`src/rtl/sevenseg_reader_if.sv`:
```
// ---------------------------------------------------------------------------
// sevenseg_reader_if
// Bus between a multiplexed two-digit seven-segment source and the reader.
//   seg_in  [6:0] segment pattern, bit0 = a ... bit6 = g
//   dig_sel [1:0] 2'b01 = ones digit, 2'b10 = tens digit
//   strobe        seg_in/dig_sel valid this cycle
//   v_out   [3:0] last good decoded value
//   valid         one-cycle pulse, new value on v_out
//   err           one-cycle pulse, frame rejected
//   busy          ones digit held, waiting for tens
// master = display/stimulus side, slave = reader side.
// ---------------------------------------------------------------------------
interface sevenseg_reader_if;
    logic [6:0] seg_in;
    logic [1:0] dig_sel;
    logic       strobe;
    logic [3:0] v_out;
    logic       valid;
    logic       err;
    logic       busy;

    modport master (
        output seg_in, dig_sel, strobe,
        input  v_out, valid, err, busy
    );

    modport slave (
        input  seg_in, dig_sel, strobe,
        output v_out, valid, err, busy
    );
endinterface

```
`src/rtl/sevenseg_reader.sv`:
```
// ---------------------------------------------------------------------------
// sevenseg_reader
// Decodes a time-multiplexed two-digit seven-segment bus back to a 4-bit
// value. A ones digit is captured, paired with the following tens digit,
// range-checked (0..15) and reported with a registered valid or err pulse.
//
// Parameters:
//   TIMEOUT        max cycles from ones acceptance to tens sample (2..255)
//   SEG_ACTIVE_LOW 1 = seg_in is inverted before decoding
// Ports:
//   clk_i  rising-edge clock
//   rst_i  synchronous active-high reset
//   bus    sevenseg_reader_if.slave (seg_in/dig_sel/strobe in,
//          v_out/valid/err/busy out)
// Build option:
//   SEVENSEG_READER_STABLE_EN  when defined, a good frame is only published
//   (v_out + valid) if it matches the previous good frame's value.
// ---------------------------------------------------------------------------
module sevenseg_reader #(
    parameter int TIMEOUT        = 16,
    parameter bit SEG_ACTIVE_LOW = 1'b0
) (
    input logic              clk_i,
    input logic              rst_i,
    sevenseg_reader_if.slave bus
);

    typedef enum logic {WAIT_ONES, WAIT_TENS} state_e;

    // Timer value in the last idle cycle before the timeout fires; the err
    // then lands TIMEOUT cycles after the ones strobe cycle.
    localparam logic [7:0] TMO_LAST = 8'(TIMEOUT - 2);

    state_e     state_q, state_d;
    logic [3:0] ones_q, ones_d;
    logic [7:0] timer_q, timer_d;
    logic [3:0] v_out_q, v_out_d;
    logic       valid_q, valid_d;
    logic       err_q, err_d;
`ifdef SEVENSEG_READER_STABLE_EN
    logic [3:0] cand_q, cand_d;
    logic       cand_vld_q, cand_vld_d;
`endif

    logic [6:0] seg;
    logic       ones_ok;
    logic [3:0] ones_dig;
    logic       tens_ok;
    logic       tens_dig;
    logic [4:0] value;
    logic       good;

    // Segment decode
    always_comb begin
        seg      = SEG_ACTIVE_LOW ? ~bus.seg_in : bus.seg_in;
        ones_ok  = 1'b1;
        ones_dig = 4'd0;
        case (seg)
            7'h3F: ones_dig = 4'd0;
            7'h06: ones_dig = 4'd1;
            7'h5B: ones_dig = 4'd2;
            7'h4F: ones_dig = 4'd3;
            7'h66: ones_dig = 4'd4;
            7'h6D: ones_dig = 4'd5;
            7'h7D: ones_dig = 4'd6;
            7'h07: ones_dig = 4'd7;
            7'h7F: ones_dig = 4'd8;
            7'h6F: ones_dig = 4'd9;
            default: ones_ok = 1'b0;
        endcase
        tens_ok  = 1'b1;
        tens_dig = 1'b0;
        case (seg)
            7'h3F, 7'h00: tens_dig = 1'b0;   // blank tens means zero
            7'h06:        tens_dig = 1'b1;
            default:      tens_ok  = 1'b0;
        endcase
        value = tens_dig ? (5'd10 + {1'b0, ones_q}) : {1'b0, ones_q};
    end

    // Next state / outputs
    always_comb begin
        state_d = state_q;
        ones_d  = ones_q;
        timer_d = timer_q;
        v_out_d = v_out_q;
        valid_d = 1'b0;
        err_d   = 1'b0;
        good    = 1'b0;
`ifdef SEVENSEG_READER_STABLE_EN
        cand_d     = cand_q;
        cand_vld_d = cand_vld_q;
`endif

        if (bus.strobe) begin
            case (bus.dig_sel)
                2'b01: begin
                    // Also restarts a pending frame from WAIT_TENS.
                    if (ones_ok) begin
                        ones_d  = ones_dig;
                        timer_d = 8'd0;
                        state_d = WAIT_TENS;
                    end else begin
                        err_d   = 1'b1;
                        state_d = WAIT_ONES;
                    end
                end
                2'b10: begin
                    // A lone tens digit in WAIT_ONES is silently dropped.
                    if (state_q == WAIT_TENS) begin
                        state_d = WAIT_ONES;
                        if (tens_ok && value <= 5'd15) good  = 1'b1;
                        else                           err_d = 1'b1;
                    end
                end
                default: begin
                    err_d   = 1'b1;
                    state_d = WAIT_ONES;
                end
            endcase
        end else if (state_q == WAIT_TENS) begin
            if (timer_q == TMO_LAST) begin
                err_d   = 1'b1;
                state_d = WAIT_ONES;
            end else begin
                timer_d = timer_q + 8'd1;
            end
        end

`ifdef SEVENSEG_READER_STABLE_EN
        // Publish only on two consecutive good frames with equal value.
        if (good) begin
            if (cand_vld_q && cand_q == value[3:0]) begin
                v_out_d = value[3:0];
                valid_d = 1'b1;
            end else begin
                cand_d     = value[3:0];
                cand_vld_d = 1'b1;
            end
        end
        if (err_d) cand_vld_d = 1'b0;
`else
        if (good) begin
            v_out_d = value[3:0];
            valid_d = 1'b1;
        end
`endif
    end

    always_ff @(posedge clk_i) begin
        if (rst_i) begin
            state_q <= WAIT_ONES;
            ones_q  <= 4'd0;
            timer_q <= 8'd0;
            v_out_q <= 4'd0;
            valid_q <= 1'b0;
            err_q   <= 1'b0;
`ifdef SEVENSEG_READER_STABLE_EN
            cand_q     <= 4'd0;
            cand_vld_q <= 1'b0;
`endif
        end else begin
            state_q <= state_d;
            ones_q  <= ones_d;
            timer_q <= timer_d;
            v_out_q <= v_out_d;
            valid_q <= valid_d;
            err_q   <= err_d;
`ifdef SEVENSEG_READER_STABLE_EN
            cand_q     <= cand_d;
            cand_vld_q <= cand_vld_d;
`endif
        end
    end

    assign bus.v_out = v_out_q;
    assign bus.valid = valid_q;
    assign bus.err   = err_q;
    assign bus.busy  = (state_q == WAIT_TENS);

endmodule

```
`src/flat_wrapper.sv`:
```
// flat-port wrapper written by rule: the top's interface ports become plain ports
module sevenseg_reader_flat 
#(
    parameter int TIMEOUT        = 16,
    parameter bit SEG_ACTIVE_LOW = 1'b0
)
  (clk_i, rst_i, bus_seg_in, bus_dig_sel, bus_strobe, bus_v_out, bus_valid, bus_err, bus_busy);
  sevenseg_reader_if bus_i ();
  input logic clk_i;
  input logic rst_i;
  input wire logic [$bits(bus_i.seg_in)-1:0] bus_seg_in;
  input wire logic [$bits(bus_i.dig_sel)-1:0] bus_dig_sel;
  input wire logic [$bits(bus_i.strobe)-1:0] bus_strobe;
  output wire logic [$bits(bus_i.v_out)-1:0] bus_v_out;
  output wire logic [$bits(bus_i.valid)-1:0] bus_valid;
  output wire logic [$bits(bus_i.err)-1:0] bus_err;
  output wire logic [$bits(bus_i.busy)-1:0] bus_busy;
  assign bus_i.seg_in = bus_seg_in;
  assign bus_i.dig_sel = bus_dig_sel;
  assign bus_i.strobe = bus_strobe;
  assign bus_v_out = bus_i.v_out;
  assign bus_valid = bus_i.valid;
  assign bus_err = bus_i.err;
  assign bus_busy = bus_i.busy;
  sevenseg_reader #(.TIMEOUT(TIMEOUT), .SEG_ACTIVE_LOW(SEG_ACTIVE_LOW)) u_core (.clk_i(clk_i), .rst_i(rst_i), .bus(bus_i));
endmodule
```
`config.mk`:
```
export PLATFORM = sky130hd
export DESIGN_NAME = sevenseg_reader_flat
export DESIGN_NICKNAME = d
export VERILOG_FILES = /design/src/rtl/sevenseg_reader_if.sv /design/src/rtl/sevenseg_reader.sv /design/src/flat_wrapper.sv
export SDC_FILE = /design/constraint.sdc
export NUM_CORES = 1
export LEC_CHECK = 0
export CORE_ASPECT_RATIO = 1.5
export CORE_MARGIN = 2
export CORE_UTILIZATION = 32
export CTS_BUF_LIST = sky130_fd_sc_hd__clkbuf_8
export DETAILED_ROUTE_END_ITERATION = 7
export PLACE_DENSITY_LB_ADDON = 0.08
export SLEW_MARGIN = 0
export SYNTH_ARGS = -nofsm -noshare
export SYNTH_HDL_FRONTEND = slang
export SYNTH_SLANG_ARGS = --single-unit
```
`constraint.sdc`:
```
create_clock -name clk_i -period 2.2 [get_ports clk_i]
set_input_delay 0.55 -clock clk_i [delete_from_list [all_inputs] [get_ports clk_i]]
set_output_delay 0.55 -clock clk_i [all_outputs]
set_load 0.005 [all_outputs]
```
==> run_results.csv <==
group,metric,value,unit
floorplan,start_util,0.339,
sta,setup_ws,0.0160,ns
sta,rsz0062_at_grt,"yes",
sta,worst_pin_slew,0.461,ns
grt,grt_pass1_wl,5390,um
final_layout,drive_gt1_frac,0.277,
synth,synth-edff-count,0,
synth,syn_inst,136,
cts,clock-sinks,19,
sta,tns,0,ns
cts,cts_tree,"yes",
sta,fin_skew,0.00334,ns
route,wl_per_cell,14.3,um
grt,antenna_found_initial,0,
worst_setup_path,path_delay_family,"compound AO/OA/AOI/OAI gates",
final_layout,seqCellArea,380,sq um
worst_setup_path,r2r_slack,0.56,ns
grt,grt_pass1_vias,1205,
worst_setup_path,path_cells,"buf_6 > or4_4 > a2111o_1 > a311o_2 > o211ai_1 > o41ai_2",
floorplan,pin_count,19,
final_layout,antenna_cells,0,
sta,clock.fmax,0.458,GHz
cts,hold_buffers,0,
sta,period_minus_slack,2.18,ns
route,drtPass1Iterations,4,
route,post_drt_via_cell_ratio,5.36,
pwr,power_density,417,nW/um^2
synth,async_flop_share,0,
route,drc,0,
route,num_vias,1212,
sta,setup_viol,0,
placed_design,port_buffers,18,
sta,slew_viol_final,0,
synth,postSynthAreaPerCell,8.60,sq um
grt,grt_max_degree,12,
final_layout,final_common_cell,"buf_4",
grt,overflow,0,
worst_setup_path,endpoint_kind,"flop",
route,drt_iter0_drc,15,
cts,clkLatencyLatePin,0.26,ns
run,drv_cap,0,
floorplan,die_x,53.4,um
worst_setup_path,crit_arrival,2.33,ns
cts,cts_buffer_depth,2,
grt,grt.total_usage,0.172,
sta,post-route-period-util,0.993,
pwr,sequentialPowerShare,0.497,
pwr,p_switching,0.169,mW
floorplan,die_y,78.1,um
pwr,p_int,0.529,mW
synth,synthesis.nets,153,
worst_setup_path,start_kind,"primary input",
final_layout,final_core_utilization,0.486,
worst_setup_path,cp_max_fo,5,
floorplan,rows,26,
placed_design,dp_hpwl,2460,um
route,postRouteAntennaNets,0,
synth,syn_area,1170,sq um
placed_design,place_congestion,0.772,
floorplan,dieArea,4170,sq um
sta,slew_headroom,0.690,
worst_setup_path,cpPeakStageDelay,0.52,ns
hold_path,hp-class,"flop to flop",
cts,cts_inserted_buffers,3,
worst_setup_path,path_class,"primary input to flop",
pwr,power.share.switching,0.242,
placed_design,pre_cts_ws,-0.645,ns
final_layout,design_area,1680,sq um
final_layout,final_cell_mix,"buf_4 (30), dfxtp_1 (19), clkdlybuf4s50_1 (12)",
floorplan,coreArea,3450,sq um
worst_setup_path,cp_slowest_cell,"or4_4",
final_layout,finalNonFillerCells,226,
worst_setup_path,required,2.34,ns
cts,h-tree-depth,1,
synth,yosysSeqAreaShare,0.325,
placed_design,dp.cells,217,
pwr,vdd_drop_max,0.187,mV
synth,synth_ff_type,"dfxtp_1",
worst_setup_path,cp_num_buf_inv,1,
final_layout,n_fill_cell,359,
placed_design,postPlaceCellArea,1570,sq um
synth,yosysWarnings,0,
cts,path_clk_slew,0.07,ns
route,routed_wl,3220,um
pwr,clockPowerShare,0.346,
final_layout,final_nets,202,
synth,synth-seq-cells,19,
cts,root_buffer,"clkbuf_8",
final_layout,area_delta_synth_final,43.3,%
sta,finalHoldViolations,0,
outcome,status,"finished clean",
pwr,p_leak,0.679,nW
synth,synth.distinct_cells,48,
pwr,combPwrFrac,0.157,
final_layout,multiInputGateArea,768,sq um
-- registers in the layout, summed over array words and instances (netlist names) --
| signal | flops |
|---|---|
| u_core.bus.v_out | 4 |
| u_core.bus.err | 1 |
| u_core.timer_q | 8 |
| u_core.ones_q | 4 |
| u_core.bus.busy | 1 |
| u_core.bus.valid | 1 |
-- worst paths after layout --
check / cells after the start / to / startpoint
worst max-delay path: 6 / u_core.bus.v_out[2]$_SDFFE_PP0P_ / bus_seg_in[0]
worst min-delay path: 2 / u_core.bus.v_out[0]$_SDFFE_PP0P_ / u_core.ones_q[0]$_SDFFE_PP0P_
worst max register to register: 4 / u_core.bus.v_out[2]$_SDFFE_PP0P_ / u_core.ones_q[2]$_SDFFE_PP0P_
worst min register to register: 2 / u_core.bus.v_out[0]$_SDFFE_PP0P_ / u_core.ones_q[0]$_SDFFE_PP0P_
-- area by class of cell --
type | count | area share
repair buffers | 48 | 0.238
flip-flops and latches | 19 | 0.227
clock inverters | 1 | 0.00299
multi-input cells | 105 | 0.458
well taps | 42 | 0.0313
clock buffers | 3 | 0.0246
inverters | 8 | 0.0179
-- stage by stage --
step / hold slack, ns / power (mW)
final: 0.501 / 0.698
after floorplan: 0.431 / 0.395
after global routing: 0.519 / 0.737
after CTS: 0.506 / 0.703
after global placement: 0.480 / 0.459
after detailed placement: 0.490 / 0.460
-- cell usage after synthesis (2+ instances only) --
cell / count / area share
o211ai_1: 4 / 0.026
nor2_1: 2 / 0.0064
nor4_1: 4 / 0.021
inv_1: 8 / 0.026
nand4_1: 3 / 0.016
xor2_1: 7 / 0.052
nand2_1: 11 / 0.035
xnor2_1: 2 / 0.015
o31ai_1: 2 / 0.013
and3_1: 3 / 0.016
or2b_1: 2 / 0.013
nor3_1: 9 / 0.038
dfxtp_1: 19 / 0.33
nor2b_1: 3 / 0.016
clkbuf_1: 3 / 0.0096
a21oi_1: 4 / 0.017
ha_1: 5 / 0.053
nand3_1: 11 / 0.047
mux2_2: 2 / 0.019
a211oi_1: 4 / 0.026
-- power groups by stage --
stage	combinational (mW)	clock, mW	sequential, mW
floorplan	0.0403	0	0.354
global placement	0.104	0	0.355
detailed placement	0.105	0	0.355
CTS	0.105	0.251	0.347
global route	0.120	0.270	0.347
finish	0.110	0.241	0.347
-- layer usage --
metal / track usage / up-vias / routed length [um]
li1: - / 615 / -
met1: 0.187 / 576 / 1270
met4: 0.0692 / 0 / 51
met5: 0 / - / 0
met2: 0.325 / 17 / 1830
met3: 0.0133 / 4 / 70
-- logic make-up after synthesis --
kind of cell               count (synthesis)  synth area share
and+or+nand+nor                           59             0.285
adders and majority gates                  5            0.0535
buffers and inverters                     13            0.0492
AOI/OAI and AO/OA                         28             0.193
DFF                                       19             0.325
xor gates and xnor gates                   9            0.0674
muxes                                      3            0.0278
-- what timing repair did --
| action | 4_1_cts | 5_1_grt |
|---|---|---|
| hold endpoints to repair | 0 | 0 |
| cloned | 1 | 0 |
| buffers inserted | 1 | 3 |
| resized for setup | 16 | 9 |
| endpoints found under the setup margin | 17 | 11 |
| pin swaps | 7 | 6 |
-- worst register-to-register path: stages, from the launching register on --
cell	delay [ns]
dfxtp_1	0.34
a2111o_1	0.44
a311o_2	0.45
o211ai_1	0.20
o41ai_2	0.09
Note: power is estimated with default switching activity, not from simulation.
==> RTL change, RTL diff (same flow settings) <==
Build with the macro `SEVENSEG_READER_STABLE_EN` defined.
--- a/src/rtl/sevenseg_reader.sv
+++ b/src/rtl/sevenseg_reader.sv
@@ -18,2 +18,4 @@
 // ---------------------------------------------------------------------------
+`define SEVENSEG_READER_STABLE_EN
+
 module sevenseg_reader #(
Function: changed (a bounded check fails within 4 cycles, from zero or initial values and one cycle with rst_i high).
==> RTL change against the unedited design <==
Synthesized area is 30% higher; setup slack improved by 0.11 ns; sequential cell count grew 5; non-clock buffer count is 5 higher; final area increased by 26%; routed wire length increased by 16%; core utilization down 2.2 points; power increased by 35%; synthesized cell count rose by 30%; critical endpoint is now u_core.bus.v_out[1]$_SDFFE_PP0P_; highest routed layer unchanged.
==> RTL change: results (changes against the unedited design) <==
* Hold WC Path Type: register to register
* 1st-iter DRT viols at 27 (+12)
* Vias in the first global route at 1,462 (+21%)
* Detail Placement HPWL at 3.14 mm (+28%)
* Total gr overflow at 0 (unchanged)
* Max clock buf depth at 2 (unchanged)
* WP data arrival at 2.24 ns (-0.09 ns)
* RD Place Congestion at 0.751 (-2.6%)
* WL/cell at 12.9 µm (-9.3%)
* CTS Buf Count at 3 (unchanged)
* Worst Reg-to-Reg Cells at 7 (+3)
* Hold Slack at 0.505 ns (+0.00439 ns)
* Crit-path max FO at 5 (unchanged)
* Slowest Stage Delay on Critical Path at 0.59 ns (+0.07 ns)
* Placed Area at 1990 µm² (+26%)
* Syn Nets at 194 (+27%)
* Clk_lat worst skew at roughly 0.27 ns
* Vias/cell at 4.94 (-7.9%)
* Top FF cell, synth: dfxtp_1
* Status: finished, final reports clean
* Hold depth at 2 (unchanged)
* Layout cells sized above 1 at 26.8% (-0.93 points)
* Lkg Pwr at 0.891 nW (+31%)
* Total GRT Usage at 15.5% (-1.8 points)
* IR drop worst, VDD at 0.366 mV (+95%)
* CTS H-Tree Depth at 1 (unchanged)
* Seq/Total Area, Yosys at 31.5% (-1.0 points)
* Initial antenna violation count at 0 (unchanged)
* Switching Share at 21.6% (-2.6 points)
* Dpl cells at 283 (+30%)
* CTS root buffer: clkbuf_8
* R2R Setup Slk at 0.35 ns (-0.21 ns)
* Cell variety after synth at 49 (+2.1%)
* FFs w/ async S/R, synth at 0% (unchanged)
* Syn. warnings at 0 (unchanged)
* Port bufs at 18 (unchanged)
* Drt pass-1 iters at 4 (unchanged)
* Clock Skews at 0.00937 ns (+0.00603 ns)
* Antenna cell count at 0 (unchanged)
* Pin count of the biggest net entering global routing at 15 (+3)
* Number of flops mapped to enable cells by yosys at 0 (unchanged)
* First-pass GRT wire length at 6.35 mm (+18%)
* Pre-CTS WS at -0.475 ns (+0.169 ns)
* Post-synthesis cell count at 177 (+30%)
* CP max stage cell: or4_4
* Max reg flops at 8 (unchanged)
* Post-synth top cells: nor2_1 (25), dfxtp_1 (24), mux2i_1 (9), xor2_1 (9), a21oi_1 (8)
* Max Fclk at 483 MHz (+5.4%)
* Worst Tran Pin Value at 0.426 ns (-0.0358 ns)
* Clock-pin slew on the worst setup and hold paths at 0.09 ns (+0.02 ns)
* Nets at 242 (+20%)
* Most flops, register: u_core.timer_q
* Finished Layout Cells at 288 (+27%)
* Synth area leaders: dfxtp_1 (31%), nor2_1 (6.1%), mux2i_1 (5.9%), xor2_1 (5.2%), ha_1 (4.1%)
RTL change: area by class of cell:
class	instances	area [µm²]
Multi-Input combinational cell	136	1020
Timing Repair Buffer	53	434
Clock buffer	3	41.3
Fill cell	476	2430
Tap cell	64	80.1
Inverter	7	26.3
Sequential cell	24	480
Clock inverter	1	30.0
RTL change: per-layer routing:
metal | vias up | GRT usage, % | part of all wire [%]
met3 | 8 | 1.17 | 1.5
met2 | 19 | 31.1 | 56
li1 | 723 | - | -
met4 | 0 | 6.67 | 3.2
met1 | 673 | 15.2 | 39
met5 | - | 0 | 0
RTL change: power groups by stage:
stage | Clock [mW] | Combinational, mW | Sequential, mW
floorplan | 0 | 0.0587 | 0.447
global placement | 0 | 0.123 | 0.447
detailed placement | 0 | 0.125 | 0.447
CTS | 0.396 | 0.127 | 0.437
global route | 0.414 | 0.137 | 0.437
finish | 0.383 | 0.126 | 0.437
RTL change: repair_timing:
| action | CTS | global route |
|---|---|---|
| endpoints found under the setup margin | 18 | 8 |
| setup buffers | 1 | 0 |
| gates resized for setup | 18 | 6 |
| pin swaps | 5 | 6 |
RTL change: cell families after synthesis:
logic type                 Yosys count  synth area share [%]
muxes                               10                  6.64
buffers and inverters               17                  5.25
xor gates and xnor gates            12                  7.79
AOI/OAI and AO/OA                   29                  13.8
DFF                                 24                  31.5
adders and majority gates            5                  4.10
and+or+nand+nor                     80                  31.0
RTL change: final timing paths:
check                                                 startpoint                               end
worst max-delay path                               bus_seg_in[3]  u_core.bus.v_out[1]$_SDFFE_PP0P_
worst min-delay path            u_core.bus.v_out[3]$_SDFFE_PP0P_  u_core.bus.v_out[3]$_SDFFE_PP0P_
worst max register to register     u_core.ones_q[1]$_SDFFE_PP0P_     u_core.cand_q[1]$_SDFFE_PP0P_
worst min register to register  u_core.bus.v_out[3]$_SDFFE_PP0P_  u_core.bus.v_out[3]$_SDFFE_PP0P_
RTL change: critical path, delay by kind of cell:
kind,cells,cell delay [ns]
compound gates,1,0.10
simple gates,4,1.14
mux,1,0.18
buf+inv,1,0.25
